==> config.mk <==
export PLATFORM = sky130hd
export DESIGN_NAME = alu_exec_unit
export DESIGN_NICKNAME = d
export VERILOG_FILES = /design/src/rtl/alu_exec_unit_pkg.sv /design/src/rtl/alu_exec_unit_iter_multiplier.sv /design/src/rtl/alu_exec_unit.sv
export SDC_FILE = /design/constraint.sdc
export NUM_CORES = 1
export LEC_CHECK = 0
export ABC_AREA = 1
export BUFFER_PORTS_ARGS = -buffer_cell sky130_fd_sc_hd__clkbuf_2
export CORE_MARGIN = 10
export CORE_UTILIZATION = 35
export DETAILED_ROUTE_END_ITERATION = 8
export GPL_TIMING_DRIVEN = 1
export PLACE_DENSITY_LB_ADDON = 0.12
export SETUP_SLACK_MARGIN = 0.15
export SYNTH_ARGS = -nofsm -noshare
export SYNTH_HDL_FRONTEND = slang
export SYNTH_SLANG_ARGS = --single-unit
==> constraint.sdc <==
create_clock -name clk_i -period 14.06 [get_ports clk_i]
set_clock_uncertainty 0.05 [all_clocks]
set_input_delay 2.812 -clock clk_i [delete_from_list [all_inputs] [get_ports clk_i]]
set_output_delay 2.812 -clock clk_i [all_outputs]
set_load 0.02 [all_outputs]
==> src/rtl/alu_exec_unit_pkg.sv <==
// Shared definitions for the MIPS execution-stage ALU.
// Holds the 4-bit ALU control codes (also consumed by the ALU control
// decoder so both sides agree on one encoding) and the FSM state encoding
// used by alu_exec_unit.
package alu_exec_unit_pkg;

    // ALU control codes
    localparam logic [3:0] ALU_AND = 4'b0000;
    localparam logic [3:0] ALU_OR  = 4'b0001;
    localparam logic [3:0] ALU_ADD = 4'b0010;
    localparam logic [3:0] ALU_SUB = 4'b0110;
    localparam logic [3:0] ALU_SLT = 4'b0111;
    localparam logic [3:0] ALU_MUL = 4'b1000;

    // Execution FSM states
    localparam logic [0:0] ST_IDLE    = 1'b0;
    localparam logic [0:0] ST_MUL_RUN = 1'b1;

endpackage

==> src/rtl/alu_exec_unit_iter_multiplier.sv <==
// Iterative shift-add multiplier retiring MUL_BITS multiplier bits per cycle.
// Ports:
//   clk_i, rst_i   clock, asynchronous active-high reset
//   start_i        load operands, clear accumulator and iteration counter
//   run_i          perform one iteration this cycle
//   mcand_i        multiplicand loaded on start_i
//   mplier_i       multiplier loaded on start_i
//   last_o         the iteration performed this cycle is the final one
//   acc_next_o     accumulator value after this cycle's iteration; equals the
//                  low WIDTH bits of the product when last_o is high
module alu_exec_unit_iter_multiplier #(
    parameter int unsigned WIDTH    = 32,
    parameter int unsigned MUL_BITS = 1
) (
    input  logic             clk_i,
    input  logic             rst_i,
    input  logic             start_i,
    input  logic             run_i,
    input  logic [WIDTH-1:0] mcand_i,
    input  logic [WIDTH-1:0] mplier_i,
    output logic             last_o,
    output logic [WIDTH-1:0] acc_next_o
);

    localparam int unsigned Iters = WIDTH / MUL_BITS;
    localparam int unsigned CntW  = (Iters > 1) ? $clog2(Iters) : 1;

    logic [WIDTH-1:0] mcand_q, mcand_d;
    logic [WIDTH-1:0] mplier_q, mplier_d;
    logic [WIDTH-1:0] acc_q, acc_d;
    logic [CntW-1:0]  cnt_q, cnt_d;
    logic [WIDTH-1:0] partial;

    // multiplicand x low MUL_BITS of multiplier, built from shifted copies
    always_comb begin
        partial = '0;
        for (int i = 0; i < int'(MUL_BITS); i++) begin
            if (mplier_q[i]) begin
                partial = partial + (mcand_q << i);
            end
        end
    end

    assign acc_next_o = acc_q + partial;
    assign last_o     = run_i && (cnt_q == CntW'(Iters - 1));

    always_comb begin
        mcand_d  = mcand_q;
        mplier_d = mplier_q;
        acc_d    = acc_q;
        cnt_d    = cnt_q;
        if (start_i) begin
            mcand_d  = mcand_i;
            mplier_d = mplier_i;
            acc_d    = '0;
            cnt_d    = '0;
        end else if (run_i) begin
            mcand_d  = mcand_q << MUL_BITS;
            mplier_d = mplier_q >> MUL_BITS;
            acc_d    = acc_next_o;
            cnt_d    = cnt_q + 1'b1;
        end
    end

    always_ff @(posedge clk_i or posedge rst_i) begin
        if (rst_i) begin
            mcand_q  <= '0;
            mplier_q <= '0;
            acc_q    <= '0;
            cnt_q    <= '0;
        end else begin
            mcand_q  <= mcand_d;
            mplier_q <= mplier_d;
            acc_q    <= acc_d;
            cnt_q    <= cnt_d;
        end
    end

endmodule

==> src/rtl/alu_exec_unit.sv <==
// Execution-stage ALU for the pipelined MIPS core.
// Single-cycle AND/OR/ADD/SUB/SLT, iterative MUL with a pipeline stall.
// Ports:
//   clk_i, rst_i   clock, asynchronous active-high reset
//   valid_i        request valid; sampled together with ctrl_i/src*_i when ready_o
//   ready_o        unit can accept a request this cycle
//   ctrl_i         4-bit ALU control code
//   src1_i, src2_i operands A and B
//   result_o       registered result, held until the next completion
//   zero_o         result_o == 0, registered with result_o
//   done_o         one-cycle completion pulse
//   stall_o        high while a MUL is iterating
module alu_exec_unit
    import alu_exec_unit_pkg::*;
#(
    parameter int unsigned WIDTH    = 32,
    parameter int unsigned MUL_BITS = 1
) (
    input  logic             clk_i,
    input  logic             rst_i,
    input  logic             valid_i,
    output logic             ready_o,
    input  logic [3:0]       ctrl_i,
    input  logic [WIDTH-1:0] src1_i,
    input  logic [WIDTH-1:0] src2_i,
    output logic [WIDTH-1:0] result_o,
    output logic             zero_o,
    output logic             done_o,
    output logic             stall_o
);

    logic [0:0]       state_q, state_d;
    logic [WIDTH-1:0] result_q, result_d;
    logic             zero_q, zero_d;
    logic             done_q, done_d;
    logic [WIDTH-1:0] simple_res;
    logic             accept;
    logic             mul_start;
    logic             mul_run;
    logic             mul_last;
    logic [WIDTH-1:0] mul_acc_next;

    assign ready_o   = (state_q == ST_IDLE);
    assign stall_o   = (state_q == ST_MUL_RUN);
    assign accept    = valid_i && ready_o;
    assign mul_start = accept && (ctrl_i == ALU_MUL);
    assign mul_run   = (state_q == ST_MUL_RUN);

    // Undefined codes (and MUL, which never uses this path) yield zero.
    always_comb begin
        unique case (ctrl_i)
            ALU_AND: simple_res = src1_i & src2_i;
            ALU_OR:  simple_res = src1_i | src2_i;
            ALU_ADD: simple_res = src1_i + src2_i;
            ALU_SUB: simple_res = src1_i - src2_i;
            ALU_SLT: simple_res = {{(WIDTH-1){1'b0}}, $signed(src1_i) < $signed(src2_i)};
            default: simple_res = '0;
        endcase
    end

    alu_exec_unit_iter_multiplier #(
        .WIDTH   (WIDTH),
        .MUL_BITS(MUL_BITS)
    ) u_mul (
        .clk_i     (clk_i),
        .rst_i     (rst_i),
        .start_i   (mul_start),
        .run_i     (mul_run),
        .mcand_i   (src1_i),
        .mplier_i  (src2_i),
        .last_o    (mul_last),
        .acc_next_o(mul_acc_next)
    );

    always_comb begin
        state_d  = state_q;
        result_d = result_q;
        zero_d   = zero_q;
        done_d   = 1'b0;
        unique case (state_q)
            ST_IDLE: begin
                if (mul_start) begin
                    state_d = ST_MUL_RUN;
                end else if (accept) begin
                    result_d = simple_res;
                    zero_d   = (simple_res == '0);
                    done_d   = 1'b1;
                end
            end
            ST_MUL_RUN: begin
                // Final iteration's sum goes straight into the output register.
                if (mul_last) begin
                    result_d = mul_acc_next;
                    zero_d   = (mul_acc_next == '0);
                    done_d   = 1'b1;
                    state_d  = ST_IDLE;
                end
            end
            default: state_d = ST_IDLE;
        endcase
    end

    always_ff @(posedge clk_i or posedge rst_i) begin
        if (rst_i) begin
            state_q  <= ST_IDLE;
            result_q <= '0;
            zero_q   <= 1'b1;
            done_q   <= 1'b0;
        end else begin
            state_q  <= state_d;
            result_q <= result_d;
            zero_q   <= zero_d;
            done_q   <= done_d;
        end
    end

    assign result_o = result_q;
    assign zero_o   = zero_q;
    assign done_o   = done_q;

endmodule

Yosys cells after proc, flatten, opt, wreduce, memory -nomap -nowiden
Cells that the tools add are included.
{"block": "totals", "ff_bits": 136, "input_bits": 71, "output_inout_bits": 36}
{"block": "op_classes", "n_addsub": 4, "n_lt_le_gt_ge": 1, "eq_ne": 9, "muxes": 25, "n_bitwise": 3, "n_reduce_logical": 8}
{"operator": "$mux W32", "count": 10}
{"operator": "$pmux W32 S5", "count": 1}
{"operator": "$add A32 B32 Y32", "count": 2}
{"operator": "$logic_not A32 Y1", "count": 2}
{"operator": "$pmux W32 S2", "count": 1}
{"operator": "$and A32 B32 Y32", "count": 1}
{"operator": "$lt A32 B32 Y1", "count": 1}
{"operator": "$or A32 B32 Y32", "count": 1}
{"operator": "$sub A32 B32 Y32", "count": 1}
{"operator": "$mux W5", "count": 2}
{"operator": "$eq A4 B3 Y1 const B", "count": 2}
{"operator": "$mux W1", "count": 8}
{"operator": "$pmux W1 S2", "count": 3}
{"operator": "$add A5 B1 Y5 const B", "count": 1}
{"operator": "$eq A5 B5 Y1 const B", "count": 1}
{"operator": "$eq A4 B1 Y1 const B", "count": 1}
{"operator": "$eq A4 B2 Y1 const B", "count": 1}
{"operator": "$eq A4 B4 Y1 const B", "count": 1}
{"operator": "$logic_not A4 Y1", "count": 1}
{"operator": "$ne A2 B1 Y1 const B", "count": 2}
{"operator": "$logic_and A1 B1 Y1", "count": 3}
{"operator": "$reduce_and A3 Y1", "count": 1}
{"operator": "$ne A2 B2 Y1 const B", "count": 1}
{"operator": "$reduce_bool A2 Y1", "count": 1}
{"operator": "$not A1 Y1", "count": 1}

Logic depth before layout (Yosys ltp)
{"block": "logic_depth", "depth_word": 6, "ltp_mapped": 24}

Hierarchy
A second synthesis with hierarchy kept.
{"block": "hier_totals", "cells_unflattened": 2538, "hier_area_um2": 15090.7}
{"mod": "alu_exec_unit", "instances": 1, "cells_each": 1529, "area_each_um2": 8237.9, "seq_area_each_um2": 877.1}
{"mod": "alu_exec_unit_iter_multiplier", "instances": 1, "cells_each": 1009, "area_each_um2": 6852.8, "seq_area_each_um2": 2527.4}

Least setup slack after synthesis
OpenSTA, ideal clock, no wires.
{"block": "synth_path", "path_kind": "input to register", "startpoint": "input port src1_i[0]", "endpoint": "register zero_q, in the netlist zero_o", "setup_time_ns": 0.067, "arrival_time_ns": 4.655, "t_required_ns": 13.943, "setup_slack_ns": 9.288, "path_stages": 20, "path_buffers": 0, "path_cell_list": "inv_1 -> ha_1 -> fa_1 -> inv_1 -> nand2_1 -> nand3_2 -> nand3_1 -> nand2_1 -> nand2_1 -> nand2_1 -> nand2_1 -> nand3_1 -> nand3b_1 -> nor2_1 -> nand3_1 -> nor2_1 -> nand2_1 -> nor2_1 -> nor2_1 -> nor2_1"}
{"block": "synth_between", "elab_chain_len": 6, "word_cells_on_any_way": 10, "cone_classes": "2 x add/sub; 1 x order compare; 4 x mux; 2 x bitwise; 1 x reduce/logical"}
{"element": "start, declared", "line": "alu_exec_unit.sv:24", "source": "input logic [WIDTH-1:0] src1_i,"}
{"element": "$sub A32 B32 Y32, or another cell as far along", "line": "alu_exec_unit.sv:55", "source": "ALU_SUB: simple_res = src1_i - src2_i;"}
{"element": "$pmux W32 S5 *", "line": "alu_exec_unit.sv:51", "source": "unique case (ctrl_i)"}
{"element": "$logic_not A32 Y1 *", "line": "alu_exec_unit.sv:86", "source": "zero_d = (simple_res == '0);"}
{"element": "$mux W1 *", "line": "alu_exec_unit.sv:84", "source": "end else if (accept) begin"}
{"element": "$mux W1 *", "line": "alu_exec_unit.sv:82", "source": "if (mul_start) begin"}
{"element": "$pmux W1 S2 *", "line": "alu_exec_unit.sv:80", "source": "unique case (state_q)"}
{"element": "end signal, assigned", "line": "alu_exec_unit.sv:112", "source": "zero_q <= zero_d;"}
{"element": "end, declared", "line": "alu_exec_unit.sv:34", "source": "logic zero_q, zero_d;"}
Mark *: on every way between the ends. The rest lies on a longest branch, timed or not. The select of a mux whose other input is x is not followed.
A chain may end at the register's enable or synchronous reset.

Worst setup path after layout
{"block": "layout_path", "startpoint": "input port ctrl_i[0]", "endpoint": "register result_q[26], in the netlist result_o[26]"}
{"block": "layout_between", "elab_chain_len": 5, "word_cells_on_any_way": 13, "cone_classes": "6 x eq/ne; 4 x mux; 3 x reduce/logical"}
{"element": "start, declared", "line": "alu_exec_unit.sv:23", "source": "input logic [3:0] ctrl_i,"}
{"element": "$eq A4 B3 Y1, or another cell as far along", "line": "alu_exec_unit.sv:51"}
{"element": "$pmux W32 S5", "line": "alu_exec_unit.sv:51"}
{"element": "$mux W32", "line": "alu_exec_unit.sv:84"}
{"element": "$mux W32", "line": "alu_exec_unit.sv:82"}
{"element": "$pmux W32 S2", "line": "alu_exec_unit.sv:80"}
{"element": "end signal, assigned", "line": "alu_exec_unit.sv:111", "source": "result_q <= result_d;"}
{"element": "end, declared", "line": "alu_exec_unit.sv:33", "source": "logic [WIDTH-1:0] result_q, result_d;"}
Several ways; a longest one is shown, not always the timed one. The select of a mux whose other input is x is not followed.

==> impl_metrics.ini <==
[sta]
hold_viol_final = 0
fin_crit_ns = 5.68
rsz0062_at_grt = no
setup_viol = 0
final_max_slew_viol_count = 0
worst_pin_slew_ns = 0.944
fmax_mhz = 176
fin_setup_tns_ns = 0
period_share_pct = 40.4
slew_headroom_pct = 37.1

[logic_synthesis]
synth_area_leader_cell = dfrtp_1
ys_ff_latch = 136
synth.most_common_cell = nand2_1
ys_warn_count = 0
netlist_instances = 2413
syn_nets = 2619
seq_area_frac_synth_pct = 23.5
synth_area_leaders = dfrtp_1 23%, nand2_1 21%, ha_1 11%
synth-main-ff-cell = dfrtp_1
synthTopCellsByCount = 823 x nand2_1, 437 x inv_1, 219 x nor2_1, 164 x nand3_1, 135 x dfrtp_1
syn_avg_cell_area_um2 = 6.01
synthesis.area_um2 = 14500
async_flop_share_pct = 100
synth_edf_count = 0
synthDistinctLibCells = 45
synthDominantCellAreaShare_pct = 23.3

[clock_network]
cts_setup_buffers = 0
clk_latency_ns = 0.43
cts_buffer_depth = 2
cts_resized = 0
cts_tree = done
clock_sinks = 136
clk_pin_slew_worst_paths_ns = 0.06
cts_hold_buf = 0
clockRootBuffer = clkbuf_16
h-tree-depth = 4
numCtsBuffers = 17

[critical_path]
crit_top_cell = a21oi_1
slowest_stage = buf_4
path_class = input port to flop
cp_top_family = buffers and inverters
cp.required_ns = 14.31
cp_max_fo = 63
path_buf_inv = 6
critPathMaxStageDelay_ns = 0.56
crit_path_end_kind = flop
path_cells = clkbuf_2 > inv_1 > nand2_1 > nor3_1 > nand2_2 > buf_4 > nand2_2 > inv_2 > a21oi_1 > a21oi_4 > buf_4 > inv_1 > a21oi_1 > a21oi_1
worstPathArrival_ns = 5.93
start_kind = input port

[place]
gp_congestion = 0.976
portBuffers = 106
placedInstanceArea_um2 = 15400
place_hpwl_um = 45000
dp_cells = 2986

[cells_and_area]
syn2layout_area_growth_pct = 10.2
final_area_um2 = 16000
final_cells = 3018
antenna_cells = 0
layout.nets = 2679
layout-drive-gt1-share_pct = 8.45

[grt]
grt_pass1_vias = 14900
antenna_found_initial = 0
overflow = 0
grt_pass1_wl_um = 85400
grt_max_degree = 82
grt_usage_pct = 21.6

[drt]
drt_pass1_iterations = 5
routed-wl-met2_um = 25000
wl_met1_um = 26300
drt_iter0_markers = 1426
route.detailed.drc = 0
ant_nets = 0
dr_wl_met3_um = 2950
wl_per_cell_um = 18.4
wl_um = 55500
vias = 15400
top_layer = met4
viasPerCell = 5.09

[status]
status = finished, final reports clean

[power_and_ir_drop]
vdd_ir_drop_max_v = 0.0000983
p_sw_share_pct = 47.3
cellPowerDensity_nw_per_um2 = 135
seqPwrFrac_pct = 31.2
switchingPower_uw = 1020
pwr-share-comb_pct = 48.4
p_leak_uw = 0.00910
clockPowerShare_pct = 20.4
internal_power_uw = 1140

[floorplanning]
ioPinCount = 107
start_util_pct = 35.5
fp-row-count = 74
die_y_um = 224
core_area_um2 = 40900
dieArea_um2 = 50000
die_w_um = 224

[worst_hold_path]
hold_path_class = flop to flop

[job]
drv_cap = 0
-- through the flow --
stage	hold WS [ns]	utilization, %	power (uW)	setup slack (ns)
3_3_place_gp	0.415	37.7	1710	8.02
2_1_floorplan	0.398	-	1360	7.56
6_report	0.437	39.1	2160	8.38
3_5_place_dp	0.423	37.7	1720	8.03
4_1_cts	0.438	39.1	2160	8.49
5_1_grt	0.458	39.1	2330	8.13
-- final timing paths --
check / from / to / slack, ns / cells past startpoint
min reg2reg: u_mul.acc_q[8] / u_mul.acc_q[8] / 0.44 / 2
min: u_mul.acc_q[8] / u_mul.acc_q[8] / 0.44 / 2
max in group asynchronous: rst_i / result_o[31] / 10.14 / 3
max reg2reg: stall_o / result_o[26] / 9.72 / 12
min in group asynchronous: rst_i / result_o[5] / 2.42 / 2
max: ctrl_i[0] / result_o[26] / 8.38 / 14
-- cell usage in the layout, fill, tap and decap left out, drive strengths merged, types with 5 or more instances in the layout --
cell	n
a21oi	92
a22oi	15
a31oi	27
buf	10
clkbuf	124
clkinv	9
clkinvlp	5
dfrtp	135
ha	132
inv	445
nand2	833
nand3	171
nand3b	18
nand4	24
nor2	233
nor3	23
o211ai	31
o21ai	62
o21bai	8
o221ai	18
o22ai	30
or2	12
xor2	7
-- cell type report --
type / instances / area [um^2]
clock buffers: 18 / 439
fillers: 4577 / 24900
repair buffers: 116 / 606
multi-input cells: 1755 / 9060
well taps: 532 / 666
clock inverters: 14 / 133
flip-flops and latches: 136 / 3410
inverters: 447 / 1680
-- tightest hold or removal path: cells and delay by family (launching register included) --
family / cells / cell delay, ns
DFF: 1 / 0.35
and+or+nand+nor: 2 / 0.11
-- flip-flops by register name, indices dropped and copies added (netlist names) --
| name | cells |
|---|---|
| u_mul.acc_q | 32 |
| stall_o | 1 |
| u_mul.mplier_q | 32 |
| result_o | 32 |
| zero_o | 1 |
| u_mul.mcand_q | 32 |
| done_o | 1 |
| u_mul.cnt_q | 5 |
-- logic make-up after synthesis --
logic type / after synthesis / share of synthesized area (%)
XOR/XNOR: 9 / 0.543
buffers and inverters: 522 / 14.2
AND/OR/NAND/NOR: 1320 / 37.8
adder cells (fa/ha/maj): 135 / 11.8
AO/OA/AOI/OAI: 291 / 12.2
flip-flops: 136 / 23.5
-- layer usage --
layer,up-vias,GRT usage [%]
li1,7677,-
met1,7166,29.8
met2,450,34.7
met3,60,2.64
met4,0,6.43
met5,-,0
-- power by group through the flow --
| stage | logic [uW] | registers [uW] | clock network, uW |
|---|---|---|---|
| after CTS | 1040 | 672 | 445 |
| final | 1050 | 673 | 440 |
| after global placement | 1040 | 675 | 0 |
| after global routing | 1170 | 691 | 463 |
| after floorplan | 672 | 692 | 0 |
| after detailed placement | 1040 | 677 | 0 |
Note: power is estimated with default switching activity, not from simulation.
